`config.mk`:
```
export PLATFORM = sky130hd
export DESIGN_NAME = reorder_buffer
export DESIGN_NICKNAME = d
export VERILOG_FILES = /design/src/rtl/reorder_buffer.sv
export SDC_FILE = /design/constraint.sdc
export NUM_CORES = 1
export LEC_CHECK = 0
export CORE_UTILIZATION = 60
export CTS_CLUSTER_DIAMETER = 100
export CTS_CLUSTER_SIZE = 8
export DETAILED_ROUTE_END_ITERATION = 10
export GPL_TIMING_DRIVEN = 0
export PLACE_DENSITY = 0.78
export SLEW_MARGIN = 30
export SYNTH_ARGS = -nofsm -noshare
export SYNTH_HDL_FRONTEND = slang
export SYNTH_SLANG_ARGS = --single-unit
```
`constraint.sdc`:
```
create_clock -name clk -period 4.36 [get_ports clk]
set_input_delay 0.872 -clock clk [delete_from_list [all_inputs] [get_ports clk]]
set_output_delay 0.872 -clock clk [all_outputs]
set_load 0.005 [all_outputs]
```
`src/rtl/reorder_buffer.sv`:
```
// In-order retirement buffer sitting after rename: allocates tags, tracks completion,
// retires the head in program order and hands the old physical rd back to rename.
module reorder_buffer #(
  parameter int unsigned NUM_REG      = 32,
  parameter int unsigned NUM_REG_LOG2 = $clog2(NUM_REG),
  parameter int unsigned DEPTH        = 16,
  parameter int unsigned TAG_W        = $clog2(DEPTH)
) (
  input  logic                    clk,
  input  logic                    rst,
  input  logic                    flush,
  input  logic                    alloc_valid,
  input  logic [NUM_REG_LOG2-1:0] alloc_rd,
  input  logic [NUM_REG_LOG2:0]   alloc_prd_old,
  input  logic [NUM_REG_LOG2:0]   alloc_prd_new,
  output logic [TAG_W-1:0]        alloc_tag,
  output logic                    full,
  output logic                    empty,
  input  logic                    complete_valid,
  input  logic [TAG_W-1:0]        complete_tag,
  input  logic                    commit_ready,
  output logic                    commit_free,
  output logic [NUM_REG_LOG2:0]   prd_free,
  output logic [NUM_REG_LOG2:0]   commit_prd
);

  localparam logic [TAG_W:0] FullCount = (TAG_W+1)'(DEPTH);

  logic [DEPTH-1:0]        valid_q;
  logic [DEPTH-1:0]        done_q;
  logic [NUM_REG_LOG2-1:0] rd_q      [DEPTH];
  logic [NUM_REG_LOG2:0]   prd_old_q [DEPTH];
  logic [NUM_REG_LOG2:0]   prd_new_q [DEPTH];
  logic [TAG_W-1:0]        head_q;
  logic [TAG_W-1:0]        tail_q;
  logic [TAG_W:0]          count_q;
  logic [TAG_W:0]          count_d;

  logic alloc;
  logic pop;
  logic head_ok;
  logic head_rd_zero;
  logic complete_hit;

  assign full      = (count_q == FullCount);
  assign empty     = (count_q == '0);
  assign alloc_tag = tail_q;

  assign alloc        = alloc_valid && !full;
  assign head_ok      = valid_q[head_q] && done_q[head_q];
  assign head_rd_zero = (rd_q[head_q] == '0);

  // A completion aimed at the slot being allocated this cycle loses to the allocation.
  assign complete_hit = complete_valid && valid_q[complete_tag] &&
                        !(alloc && (complete_tag == tail_q));

  // rd==0 entries free nothing, so they never wait on rename.
  assign pop         = head_ok && (head_rd_zero || commit_ready) && !flush;
  assign commit_free = head_ok && !head_rd_zero && !flush;
  assign prd_free    = prd_old_q[head_q];
  assign commit_prd  = prd_new_q[head_q];

  always_comb begin
    count_d = count_q;
    unique case ({alloc, pop})
      2'b10:   count_d = count_q + 1'b1;
      2'b01:   count_d = count_q - 1'b1;
      default: count_d = count_q;
    endcase
  end

  always_ff @(posedge clk) begin
    if (rst || flush) begin
      head_q  <= '0;
      tail_q  <= '0;
      count_q <= '0;
      valid_q <= '0;
      done_q  <= '0;
    end else begin
      if (complete_hit) begin
        done_q[complete_tag] <= 1'b1;
      end
      if (pop) begin
        valid_q[head_q] <= 1'b0;
        done_q[head_q]  <= 1'b0;
        head_q          <= head_q + 1'b1;
      end
      if (alloc) begin
        valid_q[tail_q] <= 1'b1;
        done_q[tail_q]  <= 1'b0;
        tail_q          <= tail_q + 1'b1;
      end
      count_q <= count_d;
    end
  end

  // Payload needs no reset: it is only observed through a valid entry.
  always_ff @(posedge clk) begin
    if (!rst && !flush && alloc) begin
      rd_q[tail_q]      <= alloc_rd;
      prd_old_q[tail_q] <= alloc_prd_old;
      prd_new_q[tail_q] <= alloc_prd_new;
    end
  end

endmodule

```
After elaboration in Yosys (flattened, before gate mapping)
Memory sizes are Yosys's and may differ from the RTL's. A register that Yosys moved wholly into a read port is not among the register bits. Cells that the tools add are included.

Equality and inequality tests: 4. Mux-type cells: 29. Reductions and logical operators: 24. Add/sub/neg operators: 4. Bitwise operators: 7. Magnitude comparators: 6.

Operator list (count): $mux W16 (8); $and A16 B16 Y16 (3); $not A16 Y16 (2); $or A16 B16 Y16 (2); $mux W4 (6); $lt A4 B5 Y1 const B (3); $logic_and A1 B1 Y1 (14); $bmux W1 S4 (3); $demux W1 S4 (3); $ge A4 B1 Y1 const B (3); $logic_not A5 Y1 (2); $pmux W5 S2 (1); $add A4 B1 Y4 const B (2); $mux W1 (8); $add A5 B1 Y5 const B (1); $eq A5 B5 Y1 const B (1); $logic_not A1 Y1 (5); $sub A5 B1 Y5 const B (1); $eq A4 B4 Y1 (1); $eq A2 B1 Y1 const B (1); $eq A2 B2 Y1 const B (1); $logic_or A1 B1 Y1 (2); $reduce_bool A2 Y1 (1).

Bits of input ports: 27. Logic and storage cells: 82. RAM bits: 272. Memories kept: 3. Output and inout bits: 19. Register bits after elaboration: 45.

Memories: prd_new_q (depth 16, width 6, read ports 1, clocked after memory_dff 1, write ports 1, line 33) `logic [NUM_REG_LOG2:0] prd_new_q [DEPTH];`; prd_old_q (depth 16, width 6, read ports 1, clocked after memory_dff 1, write ports 1, line 32) `logic [NUM_REG_LOG2:0] prd_old_q [DEPTH];`; rd_q (depth 16, width 5, read ports 1, clocked after memory_dff 1, write ports 1, line 31) `logic [NUM_REG_LOG2-1:0] rd_q [DEPTH];`.

Logic depth before layout (Yosys ltp)
Gate-level depths: netlist (run 1).

Word-level depth: 13. Gate-level depth with buffers: 18. Mapped depth without buffers: 14.

Least setup slack after synthesis (run 1)
Ideal clock, no wire load.

Kind: flip-flop to flip-flop. Start point: register with a tool-made name. End point: register count_q[4]. Path buffers: 2. Arrival time: 3708 ps. Setup slack: 581 ps. Library setup time: 71 ps. Data required time: 4289 ps. Stages on the path, launching flop included: 17. Clock period less this slack: 3779 ps. Cell sequence: dfxtp_1 > or4_1 > or4_1 > nand4_1 > a21oi_2 > nor3_4 > buf_4 > ha_1 > clkbuf_1 > xor2_1 > ha_1 > o21a_1 > o22a_1 > a21oi_1 > xor2_1 > or3_1 > a21oi_1.

RTL lines: end signal, assigned (line 93) `count_q <= count_d;`; end, declared (line 36) `logic [TAG_W:0] count_q;`.

==> results.sh, run 1 <==
export IMPL_cp_num_buf_inv=4
export IMPL_cts_buffers=46
export IMPL_grt_pass1_vias=7712
export IMPL_avgRoutedWirePerCell_um=27.32
export IMPL_rr_endpoint="count_q[4]"
export IMPL_vias_per_cell=6.579
export IMPL_synth_simple_area_share_pct=5.928
export IMPL_dp_cells=1076
export IMPL_grtUsageTotal_pct=29.70
export IMPL_multi_input_area_um2=3536
export IMPL_netSwitchingFraction_pct=19.65
export IMPL_synthMuxAreaShare_pct=13.40
export IMPL_fin_ws_ns=0.1234
export IMPL_worstRegToRegCells=16
export IMPL_setup_violations=0
export IMPL_outcome="finished clean"
export IMPL_path_cells="clkbuf_2, clkbuf_2, clkbuf_4, mux4_2, mux4_2, clkdlybuf4s50_1"
export IMPL_slew_headroom_pct=33.58
export IMPL_dieArea_um2=21910
export IMPL_fmax_mhz=236.0
export IMPL_reg2reg_slack_ns=0.33
export IMPL_ys_warn_count=0
export IMPL_cts_path_max_buffers=3
export IMPL_yosys_register_bits=321
export IMPL_chipWidth_um=148.0
export IMPL_grt_pass1_wl_mm=46.45
export IMPL_rows=53
export IMPL_postRouteAntennaNets=0
export IMPL_p_per_area_nw_per_um2=432.7
export IMPL_fp_coreArea_um2=20960
export IMPL_power_frac_clock_pct=47.5
export IMPL_cts_root_buffer="clkbuf_16"
export IMPL_drive_above_1_share_pct=19.77
export IMPL_clock_skew_ns=0.01339
export IMPL_ys_seq_area_share_pct=71.52
export IMPL_synth_ff_type="edfxtp_1"
export IMPL_synthAdderAreaFrac_pct=1.174
export IMPL_synth_top_family_by_area="multiplexers"
export IMPL_slowest_delay_ns=0.51
export IMPL_p_sw_w=0.001301
export IMPL_syn_to_final_growth_pct=19.57
export IMPL_min_path_type="flop to flop"
export IMPL_synth_area_um2=12790
export IMPL_cp_arrival_ns=3.36
export IMPL_cp_start_kind="flop"
export IMPL_p_seq_share_pct=50.6
export IMPL_worstMarginPinSlew_ns=0.9952
export IMPL_whs_path_depth=2
export IMPL_htree_levels=2
export IMPL_post_dp_cell_area_um2=13980
export IMPL_die_h_um=148.0
export IMPL_final_nets=890
export IMPL_ys_async_sr_fraction_pct=0
export IMPL_n_fill_cell=1233
export IMPL_place_congestion=0.8997
export IMPL_cts_sinks=321
export IMPL_first_iter_violations=728
export IMPL_slew_violations=0
export IMPL_utilization_pct=72.99
export IMPL_synth_area_per_cell_um2=17.15
export IMPL_cap_viol_max_count=0
export IMPL_drc=0
export IMPL_worstHoldEndpoint="count_q[4]"
export IMPL_seq_area_um2=9149
export IMPL_peakVddDrop_mv=0.2589
export IMPL_synth_xor_area_share_pct=0.8217
export IMPL_synth_compound_area_share_pct=5.556
export IMPL_clock_latency_ns=0.53
export IMPL_initial_core_util_pct=61.04
export IMPL_hold_viol_final=0
export IMPL_stdcell_count=1151
export IMPL_clk_pin_slew_worst_paths_ns=0.05
export IMPL_antenna_found_initial=1
export IMPL_cts_tree="done"
export IMPL_internal_power_w=0.005317
export IMPL_hold_buffers=0
export IMPL_worstSetupPathType="flop to output pin"
export IMPL_grt_overflow=0
export IMPL_io_pins=46
export IMPL_synth_cells=746
export IMPL_crit_family="buffers and inverters"
export IMPL_portBuffers=42
export IMPL_finalInstanceArea_um2=15290
export IMPL_fin_crit_sh_pct=97.17
export IMPL_synth_edf_count=272
export IMPL_wl_mm=31.44
export IMPL_required_ns=3.49
export IMPL_num_vias=7573
export IMPL_leakage_nw=4.939
export IMPL_dp_slack_ns=-0.3947
export IMPL_worst_path_max_fanout=10
export IMPL_pwr_share_comb_pct=2.0
export IMPL_synth_cell_type_count=48
export IMPL_detailed_place_hpwl_mm=18.33
export IMPL_critPathSlowestCell="mux4_2"
export IMPL_synth_fp_nets=785
export IMPL_finalCriticalPeriod_ns=4.237
export IMPL_hold_path_startpoint="count_q[4]"
export IMPL_grt_start_max_net_pins=20
export IMPL_dr_pass1_iters=5
export IMPL_cp_end_kind="output pin"
cells in the mapped netlist, types with 2 or more instances:
library cell | number | share of area (%)
clkbuf_1 | 24 | 0.70
a21oi_1 | 39 | 1.5
a21boi_0 | 3 | 0.18
buf_2 | 7 | 0.27
a221oi_1 | 2 | 0.14
mux4_2 | 72 | 13
nor2_1 | 47 | 1.4
nand3b_1 | 2 | 0.12
inv_1 | 12 | 0.35
or3_1 | 4 | 0.20
buf_1 | 5 | 0.15
a22oi_1 | 4 | 0.23
and3b_1 | 2 | 0.14
a211oi_1 | 4 | 0.23
nand4_1 | 2 | 0.098
dfxtp_1 | 49 | 7.7
a31oi_1 | 14 | 0.68
nand3_1 | 8 | 0.31
o21ai_0 | 46 | 1.8
and2_1 | 6 | 0.29
a311oi_1 | 2 | 0.14
nor2b_1 | 11 | 0.54
nand2_1 | 31 | 0.91
mux2_1 | 2 | 0.18
nor3_1 | 2 | 0.078
mux2i_1 | 7 | 0.55
nor4_1 | 14 | 0.68
edfxtp_1 | 272 | 64
ha_1 | 12 | 1.2
o22ai_1 | 2 | 0.098
nand4b_1 | 2 | 0.14
nor4b_1 | 4 | 0.27
or4_1 | 2 | 0.12
and3_1 | 6 | 0.29
buf_4 | 2 | 0.12
xnor2_1 | 4 | 0.27
xor2_1 | 8 | 0.55
power groups by stage:
stage | clock, W | sequential [W] | combinational [W]
floorplan | 0 | 0.00340 | 0.0000450
global placement | 0 | 0.00340 | 0.000121
detailed placement | 0 | 0.00340 | 0.000130
CTS | 0.00316 | 0.00335 | 0.000131
global route | 0.00329 | 0.00334 | 0.000140
finish | 0.00314 | 0.00335 | 0.000132
how the worst max path moves through the flow:
stage / depth (start not counted) / end
global route: 18 / count_q[4]
floorplan: 16 / count_q[4]
detailed placement: 17 / count_q[4]
global placement: 17 / count_q[4]
CTS: 6 / prd_free[2]
finish: 6 / commit_prd[5]
routing by layer:
layer	global-route usage (%)	vias to the layer above	share of wire, %
met5	0	-	0
met4	11.80	0	3.5
met3	4.198	79	6.9
met2	50.92	429	51
met1	38.55	3873	38
li1	-	3192	-
layout by cell type (no fill, tap or decap), types with 10 or more instances in the layout:
cell,synthesis,final
a21oi_1,39,39
a31oi_1,14,14
buf_16,0,11
clkbuf_1,24,42
clkbuf_16,0,46
clkdlybuf4s50_1,0,42
dfxtp_1,49,49
edfxtp_1,272,272
ha_1,12,12
inv_1,12,10
mux4_2,72,72
nand2_1,31,31
nor2_1,47,35
nor2_4,0,12
nor2b_1,11,10
nor4_1,14,14
o21ai_0,46,46
timing repair:
item	CTS	global route
setup buffers	1	1
pin swaps	1	1
endpoints found under the hold margin	0	0
gates resized for setup	14	13
endpoints found under the setup margin	13	12
worst register-to-register path, stage by stage (launching register included):
cell and delay, ns:
dfxtp_1 0.38, or4_1 0.53, or4_1 0.42, nand4_1 0.20, a21oi_2 0.13, nor3_4 0.26, buf_4 0.23, ha_1 0.20
buf_2 0.21, xor2_1 0.09, ha_1 0.22, o21a_1 0.17, o22a_1 0.19, a21oi_1 0.17, xor2_1 0.09, or3_1 0.31
a21oi_1 0.14
stage by stage:
stage               hold WS, ns   TNS, ns  power (W)
floorplan                0.4774         0   0.003447
global placement         0.4955    -7.050   0.003523
detailed placement       0.5085    -1.978   0.003533
CTS                      0.5205         0   0.006636
global route             0.5510  -0.01793   0.006772
finish                   0.5234         0   0.006618
state kept, by name, indices dropped and copies added (netlist names), named ones only:
| signal | count |
|---|---|
| prd_new_q | 96 |
| prd_old_q | 96 |
| rd_q | 80 |
| done_q | 16 |
| valid_q | 16 |
| count_q | 5 |
| alloc_tag | 4 |
| head_q | 4 |
final cells by class:
| class | instances | area share [%] |
|---|---|---|
| buffer | 38 | 1.252 |
| sequential | 321 | 59.82 |
| antenna | 1 | 0.01636 |
| inverter | 12 | 0.2945 |
| clock inverter | 2 | 0.1636 |
| multi-input combinational | 375 | 23.12 |
| timing repair buffer | 57 | 4.974 |
| tap | 275 | 2.250 |
| clock buffer | 70 | 8.115 |
kinds of logic after synthesis:
family,Yosys count
AOI/OAI and AO/OA,122
DFF,321
muxes,81
xor gates and xnor gates,12
buffers and inverters,50
and+or+nand+nor,148
adders and majority gates,12
Power figures use the tool's default switching activity.
==> run 2: changes to the inputs <==
--- a/config.mk
+++ b/config.mk
@@ -9,6 +9,7 @@
 export CTS_CLUSTER_DIAMETER = 100
 export CTS_CLUSTER_SIZE = 8
 export DETAILED_ROUTE_END_ITERATION = 10
+export GPL_ROUTABILITY_DRIVEN = 0
 export GPL_TIMING_DRIVEN = 0
 export PLACE_DENSITY = 0.78
 export SLEW_MARGIN = 30
==> results.sh, run 2 (same netlist as run 1, synthesis figures left out) <==
export IMPL_whs_path_depth=2
export IMPL_cap_viol_max_count=0
export IMPL_cp_arrival_ns=3.39
export IMPL_path_cells="clkbuf_2, clkbuf_2, clkbuf_4, mux4_2, mux4_2, clkdlybuf4s50_1"
export IMPL_grt_start_max_net_pins=20
export IMPL_cts_buffers=46
export IMPL_cts_sinks=321
export IMPL_portBuffers=42
export IMPL_clock_skew_ns=0.01699
export IMPL_p_seq_share_pct=50.5
export IMPL_crit_family="buffers and inverters"
export IMPL_wl_mm=31.03
export IMPL_critPathSlowestCell="mux4_2"
export IMPL_reg2reg_slack_ns=0.24
export IMPL_chipWidth_um=148.0
export IMPL_hold_buffers=0
export IMPL_finalInstanceArea_um2=15260
export IMPL_grt_pass1_vias=7959
export IMPL_cts_root_buffer="clkbuf_16"
export IMPL_slew_violations=0
export IMPL_cp_start_kind="flop"
export IMPL_avgRoutedWirePerCell_um=27.19
export IMPL_worstMarginPinSlew_ns=0.9776
export IMPL_final_nets=888
export IMPL_dieArea_um2=21910
export IMPL_hold_path_startpoint="done_q[0]"
export IMPL_required_ns=3.49
export IMPL_clock_latency_ns=0.53
export IMPL_fin_crit_sh_pct=97.69
export IMPL_die_h_um=148.0
export IMPL_dr_pass1_iters=6
export IMPL_finalCriticalPeriod_ns=4.259
export IMPL_detailed_place_hpwl_mm=17.85
export IMPL_cts_path_max_buffers=3
export IMPL_rr_endpoint="count_q[4]"
export IMPL_postRouteAntennaNets=0
export IMPL_min_path_type="flop to flop"
export IMPL_netSwitchingFraction_pct=19.58
export IMPL_p_per_area_nw_per_um2=434.0
export IMPL_slowest_delay_ns=0.50
export IMPL_pwr_share_comb_pct=2.0
export IMPL_worstHoldEndpoint="done_q[0]"
export IMPL_biggestRegsByFlops="prd_new_q x96, prd_old_q x96, rd_q x80"
export IMPL_cp_end_kind="output pin"
export IMPL_clk_pin_slew_worst_paths_ns=0.05
export IMPL_syn_to_final_growth_pct=19.27
export IMPL_internal_power_w=0.005324
export IMPL_grt_pass1_wl_mm=46.28
export IMPL_rows=53
export IMPL_power_total_w=0.006621
export IMPL_peakVddDrop_mv=0.3085
export IMPL_worstSetupPathType="flop to output pin"
export IMPL_grtUsageTotal_pct=29.38
export IMPL_hold_viol_final=0
export IMPL_fp_coreArea_um2=20960
export IMPL_antenna_found_initial=0
export IMPL_drive_above_1_share_pct=19.86
export IMPL_vias_per_cell=6.649
export IMPL_final_common_cell="edfxtp_1"
export IMPL_initial_core_util_pct=61.04
export IMPL_drc=0
export IMPL_fmax_mhz=234.8
export IMPL_num_vias=7587
export IMPL_setup_violations=0
export IMPL_worst_path_max_fanout=10
export IMPL_cts_tree="done"
export IMPL_grt_overflow=0
export IMPL_outcome="finished clean"
export IMPL_slew_headroom_pct=34.42
export IMPL_first_iter_violations=840
export IMPL_power_frac_clock_pct=47.5
export IMPL_n_fill_cell=1232
export IMPL_p_sw_w=0.001296
export IMPL_final_cell_mix="edfxtp_1 (272), mux4_2 (72), dfxtp_1 (49)"
export IMPL_post_dp_cell_area_um2=13930
export IMPL_htree_levels=2
export IMPL_cp_num_buf_inv=4
export IMPL_worstRegToRegCells=18
export IMPL_antenna_cells=0
export IMPL_io_pins=46
export IMPL_leakage_nw=4.917
run 2: worst max-delay path by stage:
stage,from,to,depth (start not counted)
global placement,flush,count_q[4],17
finish,flop,prd_free[3],6
global route,flop,count_q[4],18
floorplan,flop,count_q[4],16
CTS,flop,count_q[4],18
detailed placement,flush,count_q[4],17
run 2: cell type report:
type	instances	area (µm²)	share of cell area (%)
Buffer	38	197.7	1.296
Tap cell	275	344.1	2.255
Inverter	12	45.04	0.2953
Clock inverter	2	17.52	0.1148
Sequential cell	321	9149	59.97
Timing Repair Buffer	55	718.2	4.708
Clock buffer	63	1236	8.103
Multi-Input combinational cell	375	3548	23.26
run 2: worst reg2reg max path: stages (launching register included):
cell and delay [ns]:
dfxtp_1 0.31, buf_2 0.20, clkbuf_4 0.25, nor4b_2 0.33, a22oi_1 0.15, o211ai_1 0.36, a21oi_2 0.16, nor3_4 0.26
buf_6 0.19, ha_1 0.19, clkbuf_4 0.20, xor2_1 0.18, ha_1 0.22, a21boi_0 0.20, o22a_1 0.16, a21oi_1 0.07
xor2_1 0.15, or3_1 0.32, a21oi_1 0.15
run 2: repair_timing:
action                                  4_1_cts  5_1_grt
cloned                                        0        0
gates resized for setup                      16       12
pin swaps                                     1        1
endpoints found under the setup margin       13        9
buffers inserted                              1        2
run 2: power by group through the flow:
stage	clock [W]	combinational [W]	sequential [W]
6_report	0.00314	0.000131	0.00335
4_1_cts	0.00316	0.000129	0.00335
2_1_floorplan	0	0.0000450	0.00340
5_1_grt	0.00328	0.000140	0.00334
3_5_place_dp	0	0.000128	0.00340
3_3_place_gp	0	0.000119	0.00340
run 2: per-layer routing:
layer	track usage (%)	vias up	share of wire (%)
li1	-	3177	-
met1	35.75	3745	35
met2	49.62	539	52
met3	5.586	126	8.5
met4	16.55	0	4.7
met5	0	-	0
run 2: metrics by stage:
| step | worst slack, ns | utilization, % | std cells | setup TNS [ns] | hold slack [ns] |
|---|---|---|---|---|---|
| final | 0.1007 | 72.80 | 1141 | 0 | 0.5363 |
| after floorplan | 0.5814 | - | 746 | 0 | 0.4774 |
| after CTS | 0.006940 | 72.68 | 1139 | 0 | 0.5264 |
| after global placement | -0.2389 | 64.69 | 1063 | -5.773 | 0.5000 |
| after global routing | -0.09795 | 72.80 | 1141 | -0.09795 | 0.5683 |
| after detailed placement | -0.4005 | 66.47 | 1073 | -1.991 | 0.5127 |
==> run 3: changes to the inputs <==
--- a/config.mk
+++ b/config.mk
@@ -5,13 +5,14 @@
 export SDC_FILE = /design/constraint.sdc
 export NUM_CORES = 1
 export LEC_CHECK = 0
-export CORE_UTILIZATION = 60
+export CORE_UTILIZATION = 63
 export CTS_CLUSTER_DIAMETER = 100
 export CTS_CLUSTER_SIZE = 8
 export DETAILED_ROUTE_END_ITERATION = 10
+export DONT_BUFFER_PORTS = 1
 export GPL_ROUTABILITY_DRIVEN = 0
 export GPL_TIMING_DRIVEN = 0
-export PLACE_DENSITY = 0.78
+export PLACE_DENSITY = 0.79
 export SLEW_MARGIN = 30
 export SYNTH_ARGS = -nofsm -noshare
 export SYNTH_HDL_FRONTEND = slang
==> results.sh, run 3 (same netlist as run 1, synthesis figures left out) <==
export IMPL_setup_violations=0
export IMPL_utilization_pct=75.33
export IMPL_first_iter_violations=803
export IMPL_die_h_um=144.5
export IMPL_grt_overflow=0
export IMPL_final_cell_mix="edfxtp_1 (272), mux4_2 (72), dfxtp_1 (49)"
export IMPL_rsz0062_at_grt="no"
export IMPL_drc=0
export IMPL_cp_start_kind="flop"
export IMPL_leakage_nw=4.753
export IMPL_dieArea_um2=20880
export IMPL_fmax_mhz=242.1
export IMPL_detailed_place_hpwl_mm=17.69
export IMPL_num_vias=7368
export IMPL_finalCriticalPeriod_ns=4.131
export IMPL_cp_end_kind="output pin"
export IMPL_setup_tns_ns=0
export IMPL_outcome="finished clean"
export IMPL_multi_input_area_um2=3542
export IMPL_clock_latency_ns=0.54
export IMPL_cap_viol_max_count=0
export IMPL_fin_crit_sh_pct=94.76
export IMPL_slew_violations=0
export IMPL_vias_per_cell=6.710
export IMPL_worstSetupPathType="flop to output pin"
export IMPL_cts_buffers=46
export IMPL_cts_tree="done"
export IMPL_netSwitchingFraction_pct=19.24
export IMPL_grt_start_max_net_pins=20
export IMPL_postRouteAntennaNets=0
export IMPL_p_per_area_nw_per_um2=447.1
export IMPL_drive_above_1_share_pct=20.41
export IMPL_power_total_w=0.006620
export IMPL_n_fill_cell=1090
export IMPL_rows=51
export IMPL_antenna_cells=0
export IMPL_worst_path_max_fanout=10
export IMPL_grt_pass1_vias=7656
export IMPL_worstMarginPinSlew_ns=0.9771
export IMPL_clock_skew_ns=0.01448
export IMPL_pwr_share_comb_pct=1.0
export IMPL_hold_path_startpoint="alloc_prd_old[3]"
export IMPL_fp_coreArea_um2=19650
export IMPL_grtUsageTotal_pct=30.32
export IMPL_avgRoutedWirePerCell_um=27.19
export IMPL_peakVddDrop_mv=0.3111
export IMPL_chipWidth_um=144.5
export IMPL_cts_sinks=321
export IMPL_cp_arrival_ns=3.26
export IMPL_antenna_found_initial=0
export IMPL_p_sw_w=0.001274
export IMPL_hold_viol_final=0
export IMPL_power_frac_clock_pct=48.5
export IMPL_portBuffers=0
export IMPL_cts_root_buffer="clkbuf_16"
export IMPL_cts_path_max_buffers=3
export IMPL_biggestRegsByFlops="prd_new_q x96, prd_old_q x96, rd_q x80"
export IMPL_syn_to_final_growth_pct=15.75
export IMPL_dr_pass1_iters=5
export IMPL_initial_core_util_pct=65.08
export IMPL_io_pins=46
export IMPL_slew_headroom_pct=34.79
export IMPL_wl_mm=29.85
export IMPL_required_ns=3.49
export IMPL_clk_pin_slew_worst_paths_ns=0.05
export IMPL_p_seq_share_pct=50.5
export IMPL_min_path_type="input port to flop"
export IMPL_grt_pass1_wl_mm=44.86
export IMPL_reg2reg_slack_ns=0.31
export IMPL_final_nets=844
export IMPL_final_common_cell="edfxtp_1"
export IMPL_internal_power_w=0.005346
export IMPL_htree_levels=2
export IMPL_seq_area_um2=9149
==> run 3: worst paths after layout <==
path,to,cells past startpoint
setup / recovery,prd_free[3],6
hold / removal,prd_old_q[15][3],0
setup reg to reg,count_q[4],18
hold reg to reg,count_q[4],2
==> run 3: worst max-delay path, cell delays in order, from the launching register on <==
cell     delay [ns]
dfxtp_1        0.29
buf_2          0.19
buf_2          0.27
buf_2          0.39
buf_2          0.44
mux4_2         0.59
mux4_2         0.54
==> run 3: stage by stage <==
stage               hold WS [ns]  setup WS [ns]  area (µm²)  instances
floorplan                 0.4774         0.5814       12790        746
global placement          0.4932        0.07210       13120       1011
detailed placement        0.5035        -0.1584       13460       1020
CTS                       0.4208        0.09223       14790       1097
global route              0.4146        0.02205       14810       1098
finish                    0.4287         0.2287       14810       1098
==> run 3: layout make-up <==
class / count / area share [%]
Buffer: 38 / 1.192
Tap cell: 265 / 2.240
Inverter: 12 / 0.3042
Sequential cell: 321 / 61.79
Multi-Input combinational cell: 375 / 23.92
Clock inverter: 3 / 0.2535
Clock buffer: 73 / 8.603
Timing Repair Buffer: 11 / 1.690
==> run 3: what timing repair did <==
item,in CTS,in global routing
hold buffers,0,0
resized for setup,4,5
endpoints found under the setup margin,13,1
buffers inserted,1,1
pin swaps,1,1
==> run 3: power groups by stage <==
stage / combinational (W) / sequential, W / clock (W)
after global placement: 0.0000578 / 0.00340 / 0
after floorplan: 0.0000450 / 0.00340 / 0
after CTS: 0.0000649 / 0.00335 / 0.00323
after global routing: 0.0000715 / 0.00334 / 0.00336
after detailed placement: 0.0000633 / 0.00340 / 0
final: 0.0000667 / 0.00335 / 0.00321
==> run 3: routing by layer <==
metal  share of wire, %  global-route usage, %  vias up
met5                  0                      0        -
met4                3.5                  12.80        0
li1                   -                      -     3094
met3                9.5                  6.954       99
met1                 37                  38.41     3710
met2                 50                  50.63      465
